--- src/rtl/pwm_capture_if.sv ---
// pwm_capture_if
//   Avalon-MM slave bus plus interrupt line of the PWM capture block.
//   chipselect  select for this slave
//   address     word address: 0 HIGH_CNT, 1 PERIOD_CNT, 2 STATUS, 3 CONTROL
//   read        read strobe, zero read latency
//   write       write strobe
//   writedata   write data
//   readdata    read data, combinational from address
//   irq         level interrupt
interface pwm_capture_if;
    logic        chipselect;
    logic [1:0]  address;
    logic        read;
    logic        write;
    logic [31:0] writedata;
    logic [31:0] readdata;
    logic        irq;

    modport master (
        output chipselect, address, read, write, writedata,
        input  readdata, irq
    );

    modport slave (
        input  chipselect, address, read, write, writedata,
        output readdata, irq
    );
endinterface

--- src/rtl/pwm_capture.sv ---
// pwm_capture
//   Measures high time and period of an external PWM signal in clk cycles and
//   exposes the coherent result pair, status flags and control bits on an
//   Avalon-MM slave. Flags a stalled input (timeout) and unread results
//   (overrun); optional level interrupt.
// Ports
//   clk      system clock
//   reset_n  asynchronous active-low reset
//   pwm_in   asynchronous PWM input
//   bus      Avalon-MM slave (chipselect/address/read/write/writedata/readdata) + irq
// Parameters
//   CNT_W    width of counter and results
//   TIMEOUT  cycles without the expected edge before timeout, <= 2^CNT_W-1
module pwm_capture #(
    parameter int unsigned CNT_W   = 21,
    parameter int unsigned TIMEOUT = 2_000_000
) (
    input  logic          clk,
    input  logic          reset_n,
    input  logic          pwm_in,
    pwm_capture_if.slave  bus
);

    typedef enum logic [1:0] {
        ST_IDLE = 2'd0,
        ST_HIGH = 2'd1,
        ST_LOW  = 2'd2
    } state_t;

    localparam logic [CNT_W-1:0] TIMEOUT_CNT = CNT_W'(TIMEOUT);

    // input conditioning
    logic pwm_meta;
    logic pwm_s;
    logic pwm_d;
    logic rise;
    logic fall;

    // measurement
    state_t            state_q;
    state_t            state_d;
    logic [CNT_W-1:0]  cnt_q;
    logic [CNT_W-1:0]  cnt_d;
    logic [CNT_W-1:0]  hi_tmp;
    logic [CNT_W-1:0]  high_cnt;
    logic [CNT_W-1:0]  period_cnt;
    logic              load_hi;
    logic              capture;
    logic              timeout_evt;

    // registers
    logic        valid;
    logic        timeout_flag;
    logic        overrun;
    logic        ctrl_enable;
    logic        ctrl_irq_en;
    logic        irq_q;
    logic        wr_status;
    logic        wr_ctrl;
    logic [31:0] rd_data;
    logic        unused_wdata;

    always_ff @(posedge clk or negedge reset_n) begin
        if (!reset_n) begin
            pwm_meta <= 1'b0;
            pwm_s    <= 1'b0;
            pwm_d    <= 1'b0;
        end else begin
            pwm_meta <= pwm_in;
            pwm_s    <= pwm_meta;
            pwm_d    <= pwm_s;
        end
    end

    assign rise = pwm_s & ~pwm_d;
    assign fall = ~pwm_s & pwm_d;

    always_ff @(posedge clk or negedge reset_n) begin
        if (!reset_n) begin
            state_q <= ST_IDLE;
            cnt_q   <= '0;
        end else begin
            state_q <= state_d;
            cnt_q   <= cnt_d;
        end
    end

    // The qualifying edge is tested before the timeout compare, so an edge
    // arriving exactly at cnt == TIMEOUT still counts as a valid measurement.
    always_comb begin
        state_d     = state_q;
        cnt_d       = cnt_q;
        load_hi     = 1'b0;
        capture     = 1'b0;
        timeout_evt = 1'b0;
        if (!ctrl_enable) begin
            state_d = ST_IDLE;
            cnt_d   = '0;
        end else begin
            case (state_q)
                ST_IDLE: begin
                    cnt_d = '0;
                    if (rise) begin
                        cnt_d   = CNT_W'(1);
                        state_d = ST_HIGH;
                    end
                end
                ST_HIGH: begin
                    cnt_d = cnt_q + CNT_W'(1);
                    if (fall) begin
                        load_hi = 1'b1;
                        state_d = ST_LOW;
                    end else if (cnt_q == TIMEOUT_CNT) begin
                        timeout_evt = 1'b1;
                        cnt_d       = '0;
                        state_d     = ST_IDLE;
                    end
                end
                ST_LOW: begin
                    cnt_d = cnt_q + CNT_W'(1);
                    if (rise) begin
                        capture = 1'b1;
                        cnt_d   = CNT_W'(1);
                        state_d = ST_HIGH;
                    end else if (cnt_q == TIMEOUT_CNT) begin
                        timeout_evt = 1'b1;
                        cnt_d       = '0;
                        state_d     = ST_IDLE;
                    end
                end
                default: begin
                    cnt_d   = '0;
                    state_d = ST_IDLE;
                end
            endcase
        end
    end

    // High time is parked in hi_tmp and only published together with the
    // period so software always reads a matching pair.
    always_ff @(posedge clk or negedge reset_n) begin
        if (!reset_n) begin
            hi_tmp     <= '0;
            high_cnt   <= '0;
            period_cnt <= '0;
        end else begin
            if (load_hi) begin
                hi_tmp <= cnt_q;
            end
            if (capture) begin
                high_cnt   <= hi_tmp;
                period_cnt <= cnt_q;
            end
        end
    end

    assign wr_status = bus.chipselect & bus.write & (bus.address == 2'd2);
    assign wr_ctrl   = bus.chipselect & bus.write & (bus.address == 2'd3);

    // Set terms are OR-ed after the clear so a same-cycle event wins.
    always_ff @(posedge clk or negedge reset_n) begin
        if (!reset_n) begin
            valid        <= 1'b0;
            timeout_flag <= 1'b0;
            overrun      <= 1'b0;
            ctrl_enable  <= 1'b0;
            ctrl_irq_en  <= 1'b0;
            irq_q        <= 1'b0;
        end else begin
            valid        <= capture     | (valid        & ~(wr_status & bus.writedata[0]));
            timeout_flag <= timeout_evt | (timeout_flag & ~(wr_status & bus.writedata[1]));
            overrun      <= (capture & valid) | (overrun & ~(wr_status & bus.writedata[2]));
            if (wr_ctrl) begin
                ctrl_enable <= bus.writedata[0];
                ctrl_irq_en <= bus.writedata[1];
            end
            irq_q <= ctrl_irq_en & (valid | timeout_flag);
        end
    end

    always_comb begin
        rd_data = '0;
        if (bus.chipselect && bus.read) begin
            case (bus.address)
                2'd0: rd_data = 32'(high_cnt);
                2'd1: rd_data = 32'(period_cnt);
                2'd2: rd_data = {29'd0, overrun, timeout_flag, valid};
                2'd3: rd_data = {30'd0, ctrl_irq_en, ctrl_enable};
                default: rd_data = '0;
            endcase
        end
    end

    assign bus.readdata = rd_data;
    assign bus.irq      = irq_q;

    assign unused_wdata = ^bus.writedata[31:3];

endmodule

--- src/flat_wrapper.sv ---
// flat-port wrapper written by rule: the top's interface ports become plain ports
module pwm_capture_flat 
#(
    parameter int unsigned CNT_W   = 21,
    parameter int unsigned TIMEOUT = 2_000_000
)
  (clk, reset_n, pwm_in, bus_chipselect, bus_address, bus_read, bus_write, bus_writedata, bus_readdata, bus_irq);
  pwm_capture_if bus_i ();
  input  logic clk;
  input  logic reset_n;
  input  logic pwm_in;
  input wire logic [$bits(bus_i.chipselect)-1:0] bus_chipselect;
  input wire logic [$bits(bus_i.address)-1:0] bus_address;
  input wire logic [$bits(bus_i.read)-1:0] bus_read;
  input wire logic [$bits(bus_i.write)-1:0] bus_write;
  input wire logic [$bits(bus_i.writedata)-1:0] bus_writedata;
  output wire logic [$bits(bus_i.readdata)-1:0] bus_readdata;
  output wire logic [$bits(bus_i.irq)-1:0] bus_irq;
  assign bus_i.chipselect = bus_chipselect;
  assign bus_i.address = bus_address;
  assign bus_i.read = bus_read;
  assign bus_i.write = bus_write;
  assign bus_i.writedata = bus_writedata;
  assign bus_readdata = bus_i.readdata;
  assign bus_irq = bus_i.irq;
  pwm_capture #(.CNT_W(CNT_W), .TIMEOUT(TIMEOUT)) u_core (.clk(clk), .reset_n(reset_n), .pwm_in(pwm_in), .bus(bus_i));
endmodule
--- config.mk ---
export PLATFORM = sky130hd
export DESIGN_NAME = pwm_capture_flat
export DESIGN_NICKNAME = d
export VERILOG_FILES = /design/src/rtl/pwm_capture_if.sv /design/src/rtl/pwm_capture.sv /design/src/flat_wrapper.sv
export SDC_FILE = /design/constraint.sdc
export NUM_CORES = 1
export LEC_CHECK = 0
export ABC_CLOCK_PERIOD_IN_PS = 2300
export BUFFER_PORTS_ARGS = -buffer_cell sky130_fd_sc_hd__buf_2
export CAP_MARGIN = 10
export CORE_UTILIZATION = 53
export CTS_BUF_LIST = sky130_fd_sc_hd__clkbuf_8
export CTS_CLUSTER_SIZE = 25
export DETAILED_ROUTE_END_ITERATION = 12
export PLACE_DENSITY_LB_ADDON = 0.15
export SLEW_MARGIN = 20
export SYNTH_ARGS = -nofsm -noshare
export SYNTH_HDL_FRONTEND = slang
export SYNTH_SLANG_ARGS = --single-unit
--- constraint.sdc ---
create_clock -name clk -period 2.3 [get_ports clk]
set_input_delay 0.345 -clock clk [delete_from_list [all_inputs] [get_ports clk]]
set_output_delay 0.345 -clock clk [all_outputs]
set_load 0.03 [all_outputs]
# Yosys cells after proc, flatten, opt, wreduce, memory -nomap -nowiden
# Cells that the tools add are included.
# W data, S select, Z words.
[op_classes] muxes=25 n_addsub=1 n_bitwise=22 reduce_logical=3 eq_ne=7
[ops] cell="$pmux W32 S4" count=1
[ops] cell="$mux W21" count=4
[ops] cell="$pmux W21 S3" count=1
[ops] cell="$mux W32" count=1
[ops] cell="$add A21 B1 Y21 const B" count=1
[ops] cell="$eq A21 B21 Y1 const B" count=1
[ops] cell="$and A1 B1 Y1" count=13
[ops] cell="$mux W1" count=11
[ops] cell="$mux W2" count=5
[ops] cell="$eq A2 B2 Y1 const B" count=3
[ops] cell="$pmux W2 S3" count=1
[ops] cell="$not A1 Y1" count=5
[ops] cell="$eq A2 B1 Y1 const B" count=2
[ops] cell="$logic_not A2 Y1" count=2
[ops] cell="$or A1 B1 Y1" count=4
[ops] cell="$ne A3 B2 Y1 const B" count=1
[ops] cell="$pmux W1 S2" count=1
[ops] cell="$logic_and A1 B1 Y1" count=1
[totals] inputBits=40 word_cells=72 regBits=95 output_inout_bits=33

# Longest topological paths before layout
[logic_depth] ltp_word=7 ltp_mapped=7 mapped_depth_nobuf=6

# Worst setup path after synthesis
# OpenSTA, ideal clock, no wires.
[synth_path] kind="flip-flop to flip-flop" from="register u_core.cnt_q[14]" to="register u_core.cnt_q[19]" synth_period_minus_slack_ns=2.138 path_buffers=1 setup_time_ns=0.130 setup_slack_ns=0.162 arrival_ns=2.008 stages_incl_launch_ff=6 required_time_ns=2.170 path_cell_list="dfrtp_1 -> or4_1 -> or4_4 -> o311ai_4 -> buf_6 -> a21oi_1"
[synth_via] elab_chain_cells=5 elab_cells_between_ends=7 classes_between="add/sub: 1; eq/ne: 1; mux: 5"
[synth_lines] element="from (decl)" line_no="pwm_capture.sv:42" source="logic [CNT_W-1:0] cnt_q;"
[synth_lines] element="from (signal assigned)" line_no="pwm_capture.sv:84" source="cnt_q <= cnt_d;"
[synth_lines] element="$add A21 B1 Y21 or $eq A21 B21 Y1 (tied branches)"
[synth_lines] element="$mux W21" line_no="pwm_capture.sv:113, pwm_capture.sv:125"
[synth_lines] element="$mux W21, on equally long branches" line_no="pwm_capture.sv:121, pwm_capture.sv:110"
[synth_lines] element="$pmux W21 S3 *" line_no="pwm_capture.sv:100" source="case (state_q)"
[synth_lines] element="$mux W21 *" line_no="pwm_capture.sv:96" source="if (!ctrl_enable) begin"
[synth_lines] element="named net u_core.cnt_d[19]" line_no="pwm_capture.sv:43" source="logic [CNT_W-1:0] cnt_d;"
# Mark *: on every way through the listed nets, which the timed path passes. The rest lies on a longest branch.
# A chain may end at the register's enable or synchronous reset.

# Worst setup path after layout
[layout_path] from="register u_core.cnt_q[14]" to="register u_core.cnt_q[18]"
# The elaborated chain is that of the path after synthesis.

==> reports/qor.csv <==
stage,metric,value,unit
status,status,"finished, final reports clean",
clock_network,cts_tree,yes,
power_and_ir_drop,p_leak,0.00243,µW
worst_setup_path,crit_path_max_incr_delay,590,ps
power_and_ir_drop,switching_share,24.3,%
yosys,synthTopCellsByCount,"dfrtp_1, mux2_2, nor2_1",
power_and_ir_drop,combPwrFrac,7.7,%
power_and_ir_drop,pwr-share-seq,54.6,%
global_route,first_global_vias,2959,
yosys,syn_area,4430,µm²
worst_setup_path,cp.required,2540,ps
placement,port_buffers,32,
worst_setup_path,crit_slowest_cell,or4_4,
power_and_ir_drop,p_sw,769,µW
clock_network,cts_resized,0,
global_route,antenna_found_initial,0,
layout,area_growth,12.9,%
floorplan,fp.coreArea,7890,µm²
global_route,grt_use_total,21.4,%
sta,clock_skew,10.3,ps
yosys,yosysWarnings,0,
yosys,synth_cell_types,43,
worst_setup_path,end_kind,flip-flop,
global_route,grt_pass1_wl,14.3,mm
layout,drive_gt1_share,31.8,%
clock_network,numClockSinks,95,
worst_setup_path,crit_family,simple AND/OR/NAND/NOR gates,
yosys,synthTopCellsByArea,"dfrtp_1, mux2_2, mux2i_1",
yosys,synth_async_sr_flop_share,100,%
sta,fin_tns_setup,0,ps
global_route,grt_max_degree,50,
detailed_routing,drc,0,
power_and_ir_drop,ir_drop,0.000342,V
detailed_routing,avgRoutedWirePerCell,15.8,µm
layout,finalInstanceArea,5000,µm²
power_and_ir_drop,p_int,2400,µW
sta,fmax,451,MHz
layout,fill_cells,642,
floorplan,ios,73,
sta,rsz0062_at_grt,false,
worst_hold_path,min_path_type,in2reg,
floorplan,num_rows,32,
yosys,ys.flop_type,dfrtp_1,
layout,n_antenna_cell,0,
detailed_routing,drt_iter0_markers,129,
yosys,ys_seq_area_share,53.7,%
sta,min_period,2220,ps
floorplan,initial_core_util,56.2,%
sta,setup_viol,0,
sta,hold_viol,0,
floorplan,die_h,93.4,µm
yosys,synth-edff-count,0,
yosys,syn-mean-instance-area,11.9,µm²
power_and_ir_drop,power_density,634,nW/µm²
worst_setup_path,worstSetupPathType,reg2reg,
clock_network,clock-root-buffer,clkbuf_8,
detailed_routing,wl,8.28,mm
detailed_routing,drtPass1Iterations,4,
floorplan,die_area,8730,µm²
global_route,grt_overflow_total,0,
power_and_ir_drop,power_frac_clock,37.8,%
placement,dp_hpwl,5.63,mm
detailed_routing,final_antenna_net_count,0,
detailed_routing,vias,2885,
placement,placed_area,4770,µm²
clock_network,cts_buffer_depth,2,
yosys,yosys.cell_count.top_type,dfrtp_1,
worst_setup_path,cp_num_buf_inv,1,
worst_setup_path,cp-start-kind,flip-flop,
clock_network,cts_buffers,9,
worst_setup_path,worstPathArrival,2460,ps
sta,finalCritPeriodShare,96.5,%
clock_network,cts.clk_slew.worst_paths,90,ps
yosys,yosysTopAreaCellShare,53.7,%
layout,final_nets,463,
clock_network,htree_levels,3,
yosys,ys_ff_latch,95,
yosys,netlist_instances,371,
clock_network,clkLatencyLatePin,360,ps
placement,place.gp.congestion,0.766,
worst_setup_path,crit_path_max_fanout,20,
yosys,yosysTopAreaCell,dfrtp_1,
flow_run,max-cap-violations,0,
detailed_routing,viasPerCell,5.51,
floorplan,die_x,93.4,µm
sta,drv_slew,0,
worst_setup_path,crit_chain,or4_1 > or4_4 > o311ai_4 > buf_12 > a21oi_1,
## final timing paths
path | start | end | slack, ps | cells past startpoint
min reg2reg | u_core.pwm_meta | u_core.pwm_s | 370 | 0
max in group asynchronous | reset_n | u_core.state_q[1] | 1220 | 3
min | pwm_in | u_core.pwm_meta | 90 | 1
min in group asynchronous | reset_n | u_core.high_cnt[20] | 480 | 2
max reg2reg | u_core.cnt_q[14] | u_core.cnt_q[18] | 80 | 5
max | u_core.cnt_q[14] | u_core.cnt_q[18] | 80 | 5
## cells by family after synthesis
family	synth area share, %
other	0.0847
XOR/XNOR	2.18
AO/OA/AOI/OAI	5.59
buffers and inverters	4.75
AND/OR/NAND/NOR	11.5
flip-flops	53.7
multiplexers	20.6
adder cells (fa/ha/maj)	1.69
## stage by stage
step                hold WS [ps]  setup slack, ps  instances  utilization [%]  power (µW)
floorplan                   49.4              162        381                -        1930
global placement             327             64.0        507             60.5        2000
detailed placement           335             64.1        507             60.5        2010
CTS                         86.3             41.7        524             63.4        3200
global route                77.5             37.9        524             63.4        3300
finish                      91.3             80.5        524             63.4        3170
## layout make-up
type	count	area, µm²	area share [%]
inverter	12	45.0	0.901
multi-input combinational	247	1880	37.6
clock inverter	7	95.1	1.90
tap	102	128	2.55
sequential	95	2380	47.5
clock buffer	9	124	2.48
timing repair buffer	52	353	7.06
## flip-flops by register name (all words and copies together) (netlist names)
| register | flops |
|---|---|
| u_core.bus.irq | 1 |
| u_core.cnt_q | 21 |
| u_core.ctrl_enable | 1 |
| u_core.ctrl_irq_en | 1 |
| u_core.hi_tmp | 21 |
| u_core.high_cnt | 21 |
| u_core.overrun | 1 |
| u_core.period_cnt | 21 |
| u_core.pwm_d | 1 |
| u_core.pwm_meta | 1 |
| u_core.pwm_s | 1 |
| u_core.state_q | 2 |
| u_core.timeout_flag | 1 |
| u_core.valid | 1 |
## metal layers
| layer | vias to the layer above | part of all wire, % | track usage (%) |
|---|---|---|---|
| li1 | 1372 | - | - |
| met1 | 1463 | 47 | 28.3 |
| met2 | 41 | 50 | 35.7 |
| met3 | 9 | 2.1 | 3.74 |
| met4 | 0 | 1.3 | 6.79 |
| met5 | - | 0 | 0 |
## power by group through the flow
stage / Combinational [µW] / Clock (µW) / Sequential [µW]
5_1_grt: 270 / 1300 / 1740
2_1_floorplan: 163 / 0 / 1760
3_3_place_gp: 240 / 0 / 1760
4_1_cts: 247 / 1220 / 1730
3_5_place_dp: 244 / 0 / 1760
6_report: 243 / 1200 / 1730
## what timing repair did
| action | in CTS | in global routing |
|---|---|---|
| hold buffers | 1 | 0 |
| buffers inserted | 0 | 0 |
| setup endpoints to repair | 0 | 4 |
| hold endpoints to repair | 33 | 0 |
## cell usage in the layout, fill, tap and decap left out, drive strengths merged, types with 4 or more instances in the layout
cell and count:
a21oi 9, buf 51, clkbuf 9, conb 11, dfrtp 95, ha 6, inv 13, mux2 60
mux2i 19, nand2 20, nand3 8, nand4 4, nor2 39, nor4 4, o21ai 12, o31ai 4
or3 6, or4 6, xnor2 9
No activity file was read; power rests on OpenSTA's default activity.
